**config.mk**
```make
export PLATFORM = sky130hd
export DESIGN_NAME = pe_layer_sched
export DESIGN_NICKNAME = d
export VERILOG_FILES = /design/src/rtl/pe_layer_sched.sv
export SDC_FILE = /design/constraint.sdc
export NUM_CORES = 1
export LEC_CHECK = 0
export ABC_CLOCK_PERIOD_IN_PS = 4000
export CORE_ASPECT_RATIO = 0.8
export CORE_MARGIN = 1.5
export CORE_UTILIZATION = 44
export DETAILED_ROUTE_END_ITERATION = 7
export PLACE_DENSITY = 0.82
export SYNTH_ARGS = -nofsm -noshare
export SYNTH_HDL_FRONTEND = slang
export SYNTH_SLANG_ARGS = --single-unit
export TNS_END_PERCENT = 10
```
**constraint.sdc**
```tcl
create_clock -name clock -period 4 [get_ports clock]
set_input_delay 0.6 -clock clock [delete_from_list [all_inputs] [get_ports clock]]
set_output_delay 0.6 -clock clock [all_outputs]
set_load 0.005 [all_outputs]
```
**src/rtl/pe_layer_sched.sv**
```systemverilog
// Timestep sequencer for a row of spiking PEs: takes one input spike vector per step,
// streams the weight row of every active input into the PEs, then collects the PE spikes.
`timescale 1ns/1ps
module pe_layer_sched #(
    parameter int N_PE     = 4,
    parameter int N_IN     = 8,
    parameter int WEIGHT_W = 8,
    parameter int STEP_W   = 8,
    localparam int ADDR_W  = $clog2(N_IN),
    localparam int IDX_W   = ADDR_W + 1
) (
    input  logic                       clock,
    input  logic                       reset_n,
    input  logic                       start,
    input  logic [STEP_W-1:0]          num_steps,
    output logic                       busy,
    output logic                       done,
    input  logic [N_IN-1:0]            in_spikes,
    input  logic                       in_valid,
    output logic                       in_ready,
    output logic                       wmem_rd_en,
    output logic [ADDR_W-1:0]          wmem_addr,
    input  logic [N_PE*WEIGHT_W-1:0]   wmem_rdata,
    output logic [N_PE*WEIGHT_W-1:0]   pe_weight,
    output logic                       pe_weight_w_en,
    output logic                       pe_accum_en,
    output logic                       pe_spike_done,
    input  logic [N_PE-1:0]            pe_spike,
    output logic [N_PE-1:0]            out_spikes,
    output logic                       out_valid,
    input  logic                       out_ready
);

    typedef enum logic [2:0] {
        S_IDLE    = 3'd0,
        S_WAIT_IN = 3'd1,
        S_SCAN    = 3'd2,
        S_LOAD    = 3'd3,
        S_ACCUM   = 3'd4,
        S_FIRE    = 3'd5,
        S_CAPTURE = 3'd6
    } state_t;

    localparam logic [IDX_W-1:0]  IDX_ONE  = {{(IDX_W-1){1'b0}}, 1'b1};
    localparam logic [STEP_W-1:0] STEP_ONE = {{(STEP_W-1){1'b0}}, 1'b1};

    state_t              state_r;
    state_t              state_nxt_s;
    logic [IDX_W-1:0]    idx_r;
    logic [N_IN-1:0]     spike_reg_r;
    logic [STEP_W-1:0]   step_cnt_r;
    logic [STEP_W-1:0]   num_steps_r;
    logic [N_PE-1:0]     out_spikes_r;
    logic                out_valid_r;
    logic                done_r;

    logic                idx_end_s;
    logic                cur_bit_s;
    logic                rd_en_s;
    logic                last_step_s;

    assign idx_end_s   = (idx_r == IDX_W'(N_IN));
    assign cur_bit_s   = spike_reg_r[idx_r[ADDR_W-1:0]];
    assign rd_en_s     = (state_r == S_SCAN) && !idx_end_s && cur_bit_s;
    // One extra bit so num_steps = 2^STEP_W-1 compares without wrap.
    assign last_step_s = ({1'b0, step_cnt_r} + {{STEP_W{1'b0}}, 1'b1}) == {1'b0, num_steps_r};

    assign busy           = (state_r != S_IDLE);
    assign in_ready       = (state_r == S_WAIT_IN);
    assign wmem_rd_en     = rd_en_s;
    assign wmem_addr      = rd_en_s ? idx_r[ADDR_W-1:0] : {ADDR_W{1'b0}};
    // Row data arrives the cycle after the read strobe, so it is forwarded straight through in LOAD.
    assign pe_weight      = (state_r == S_LOAD) ? wmem_rdata : {(N_PE*WEIGHT_W){1'b0}};
    assign pe_weight_w_en = (state_r == S_LOAD);
    assign pe_accum_en    = (state_r == S_ACCUM);
    assign pe_spike_done  = (state_r == S_FIRE);
    assign out_spikes     = out_spikes_r;
    assign out_valid      = out_valid_r;
    assign done           = done_r;

    // State register.
    always_ff @(posedge clock or negedge reset_n) begin
        if (!reset_n) begin
            state_r <= S_IDLE;
        end else begin
            state_r <= state_nxt_s;
        end
    end

    // Next-state decode.
    always_comb begin
        state_nxt_s = state_r;
        case (state_r)
            S_IDLE: begin
                if (start && (num_steps != {STEP_W{1'b0}})) state_nxt_s = S_WAIT_IN;
                else                                         state_nxt_s = S_IDLE;
            end
            S_WAIT_IN: begin
                if (in_valid) state_nxt_s = S_SCAN;
                else          state_nxt_s = S_WAIT_IN;
            end
            S_SCAN: begin
                if (idx_end_s)      state_nxt_s = S_FIRE;
                else if (cur_bit_s) state_nxt_s = S_LOAD;
                else                state_nxt_s = S_SCAN;
            end
            S_LOAD:  state_nxt_s = S_ACCUM;
            S_ACCUM: state_nxt_s = S_SCAN;
            S_FIRE:  state_nxt_s = S_CAPTURE;
            S_CAPTURE: begin
                if (out_ready && last_step_s) state_nxt_s = S_IDLE;
                else if (out_ready)           state_nxt_s = S_WAIT_IN;
                else                          state_nxt_s = S_CAPTURE;
            end
            default: state_nxt_s = S_IDLE;
        endcase
    end

    // Step counters, spike latch, captured result and done pulse.
    always_ff @(posedge clock or negedge reset_n) begin
        if (!reset_n) begin
            idx_r        <= {IDX_W{1'b0}};
            spike_reg_r  <= {N_IN{1'b0}};
            step_cnt_r   <= {STEP_W{1'b0}};
            num_steps_r  <= {STEP_W{1'b0}};
            out_spikes_r <= {N_PE{1'b0}};
            out_valid_r  <= 1'b0;
            done_r       <= 1'b0;
        end else begin
            done_r <= 1'b0;
            case (state_r)
                S_IDLE: begin
                    if (start) begin
                        num_steps_r <= num_steps;
                        step_cnt_r  <= {STEP_W{1'b0}};
                        done_r      <= (num_steps == {STEP_W{1'b0}});
                    end
                end
                S_WAIT_IN: begin
                    if (in_valid) begin
                        spike_reg_r <= in_spikes;
                        idx_r       <= {IDX_W{1'b0}};
                    end
                end
                S_SCAN: begin
                    if (!idx_end_s && !cur_bit_s) idx_r <= idx_r + IDX_ONE;
                end
                S_ACCUM: idx_r <= idx_r + IDX_ONE;
                S_FIRE: begin
                    out_spikes_r <= pe_spike;
                    out_valid_r  <= 1'b1;
                end
                S_CAPTURE: begin
                    if (out_ready) begin
                        out_valid_r <= 1'b0;
                        step_cnt_r  <= step_cnt_r + STEP_ONE;
                        done_r      <= last_step_s;
                    end
                end
                default: ;
            endcase
        end
    end

endmodule

```
==> impl_metrics.tcl <==
set metrics [dict create \
    cts_setup_buffers 0 \
    placementRows 22 \
    cts_buffers 5 \
    postCtsHoldBufs 0 \
    synth_ff_type "dfrtp_1" \
    critPathMaxFanout 6 \
    critPathLaunchType "register" \
    synthesis.area_um2 2190 \
    p_leak_nw 1.39 \
    period_share_pct 71.1 \
    slew_viol_final 0 \
    cts.sinks 37 \
    gr-usage-met1_pct 31.1 \
    die_x_um 81.9 \
    crit_chain "mux4_2 > mux2_4 > nand2_1 > nor2_1 > clkdlybuf4s50_1" \
    rsz0062_at_grt "false" \
    via_count 1966 \
    ys_ff_latch 37 \
    outcome "finished clean" \
    synthAdderAreaFrac_pct 1.71 \
    wl_per_cell_um 15.6 \
    synthTopCellsByCount "dfrtp_1, and2_1, mux2_2" \
    place_ws_ps 1450 \
    clock.fmax_ghz 0.352 \
    syn_nets 279 \
    hold_viol_final 0 \
    synth_edf_count 0 \
    muxShareOfSynthArea_pct 13.0 \
    grt_pass1_vias 1925 \
    yosys.cell_types.count 43 \
    avgSynthCellArea_um2 10.0 \
    start_util_pct 46.8 \
    core_area_um2 4680 \
    grt_pass1_wl_um 9220 \
    drt_iter0_drc 145 \
    antenna_cells 0 \
    root_buffer "clkbuf_8" \
    met2_usage_pct 36.7 \
    hpwl_um 4690 \
    grt_use_met3_pct 4.55 \
    place.gp.congestion 0.791 \
    cts-resized-gates 0 \
    drc 0 \
    synth_top_family_by_area "simple AND/OR/NAND/NOR gates" \
    period_needed_ps 2840 \
    grt_max_degree 38 \
    cts_tree "done" \
    endpoint_kind "output port" \
    slowest_stage "mux4_2" \
    slowest_delay_ps 550 \
    setup_violations 0 \
    io_buffer_count 103 \
    worst_pin_slew_ps 808 \
    crit_type "reg -> out" \
    synth_xor_xnor_area_share_pct 5.19 \
    grt-busiest-layer "met2" \
    pwr_density_cell_nw_per_um2 567 \
    seq_area_frac_synth_pct 42.2 \
    clock_path_buffers 2 \
    hp-class "in -> async" \
    setup_tns_ps 0 \
    yosysTopAreaCell "dfrtp_1" \
    first_pass_iters 4 \
    relSlewSlack_pct 46.1 \
    drt-total-wl_um 5940 \
    ir_worst_vdd_uv 334 \
    grt_overflow 0 \
    synth_most_common_cell "dfrtp_1" \
    die_area_um2 5420 \
    fin_skew_ps 6.12 \
    synth_warnings 0 \
    cap_violations 0 \
    area_growth_pct 52.7 \
    cts_max_level 2 \
    die_y_um 66.1 \
    clk_pin_slew_ps 70 \
    synthSimpleGateAreaFrac_pct 23.5 \
    grt_util_all_layers_pct 22.4 \
    antenna_found_initial 0 \
    synth_compound_area_share_pct 10.5 \
    stdcell_count 381 \
    ios 104 \
    drive_above_1_share_pct 11.8 \
    setup_ws_ps 1160 \
    synth_cells 219 \
    synth_top_area_share_pct 42.2 \
    nNetsFinal 380 \
    async_flop_share_pct 100 \
    clkLatencyLatePin_ps 280 \
    crit_required_ps 3400 \
    viasPerCell 5.16 \
    dp.cells 373 \
    synthTopCellsByArea "dfrtp_1, mux2_2, and2_1" \
    crit_arrival_ps 2240 \
    ant_nets 0 \
]
[routing by layer]
layer	wire, µm	share of wire (%)	up-vias
li1	-	-	964
met5	0	0	-
met2	2940	49	61
met1	2680	45	937
met4	26	0.44	0
met3	294	5.0	4
[through the flow]
| step | hold slack, ps | power, mW | instance area, µm² | util, % |
|---|---|---|---|---|
| floorplan | 304 | 1.23 | 2190 | - |
| detailed placement | 477 | 1.62 | 3250 | 69.4 |
| global route | 476 | 2.04 | 3350 | 71.6 |
| CTS | 428 | 1.91 | 3350 | 71.6 |
| finish | 410 | 1.90 | 3350 | 71.6 |
| global placement | 464 | 1.58 | 3250 | 69.4 |
[registers in the layout, summed over array words and instances, names as in the netlist]
register,cells
step_cnt_r,8
out_valid,1
out_spikes,4
idx_r,4
spike_reg_r,8
num_steps_r,8
done,1
state_r,3
[layout make-up]
cell class	instances	area (µm²)
multi-input cells	165	1180
fillers	367	1330
well taps	60	75.1
flip-flops and latches	37	926
clock buffers	7	96.3
repair buffers	105	1040
clock inverters	1	5.00
inverters	6	22.5
[power breakdown]
| group | switching (mW) | leakage [nW] | internal [mW] |
|---|---|---|---|
| logic | 0.383 | 0.869 | 0.561 |
| registers | 0.145 | 0.463 | 0.525 |
| clock network | 0.129 | 0.0542 | 0.156 |
| total | 0.658 | 1.39 | 1.24 |
[critical path: cells and delay by family (launching register included)]
| kind | cells | cell delay (ps) |
|---|---|---|
| flip-flops | 1 | 470 |
| buffers and inverters | 1 | 450 |
| multiplexers | 2 | 870 |
| AND/OR/NAND/NOR | 2 | 170 |
[cell usage in the layout, fill, tap and decap left out, drive strengths merged, types with 2 or more instances in the layout]
cell,instances
inv,6
nor4,3
nand4,2
nor2b,6
mux2,21
nor2,12
or3,2
and3,5
xor2,6
nor3b,3
xnor2,7
and2,33
nand2,14
clkdlybuf4s50,102
dfrtp,37
buf,3
nand3,6
mux4,2
clkbuf,7
ha,3
o21ai,19
a21oi,2
nor3,5
[worst paths after layout]
path	startpoint	end	slack, ps	cells after the start
worst max-delay path	idx_r[0]$_DFFE_PN0P_	wmem_rd_en	1160	5
worst min-delay path	reset_n	num_steps_r[6]$_DFFE_PN0P_	410	1
worst max register to register	idx_r[0]$_DFFE_PN0P_	idx_r[3]$_DFFE_PN0P_	1950	5
worst min register to register	out_valid$_DFFE_PN0P_	out_valid$_DFFE_PN0P_	490	2
max in group asynchronous	reset_n	idx_r[1]$_DFFE_PN0P_	3080	1
min in group clock	out_valid$_DFFE_PN0P_	out_valid$_DFFE_PN0P_	490	2
[kinds of logic after synthesis]
kind of cell    count (synthesis)
compound gates                 33
flops                          37
mux                            23
xor+xnor                       13
fa+ha+maj                       3
buf+inv                        17
simple gates                   93
No activity file was read; power rests on OpenSTA's default activity.
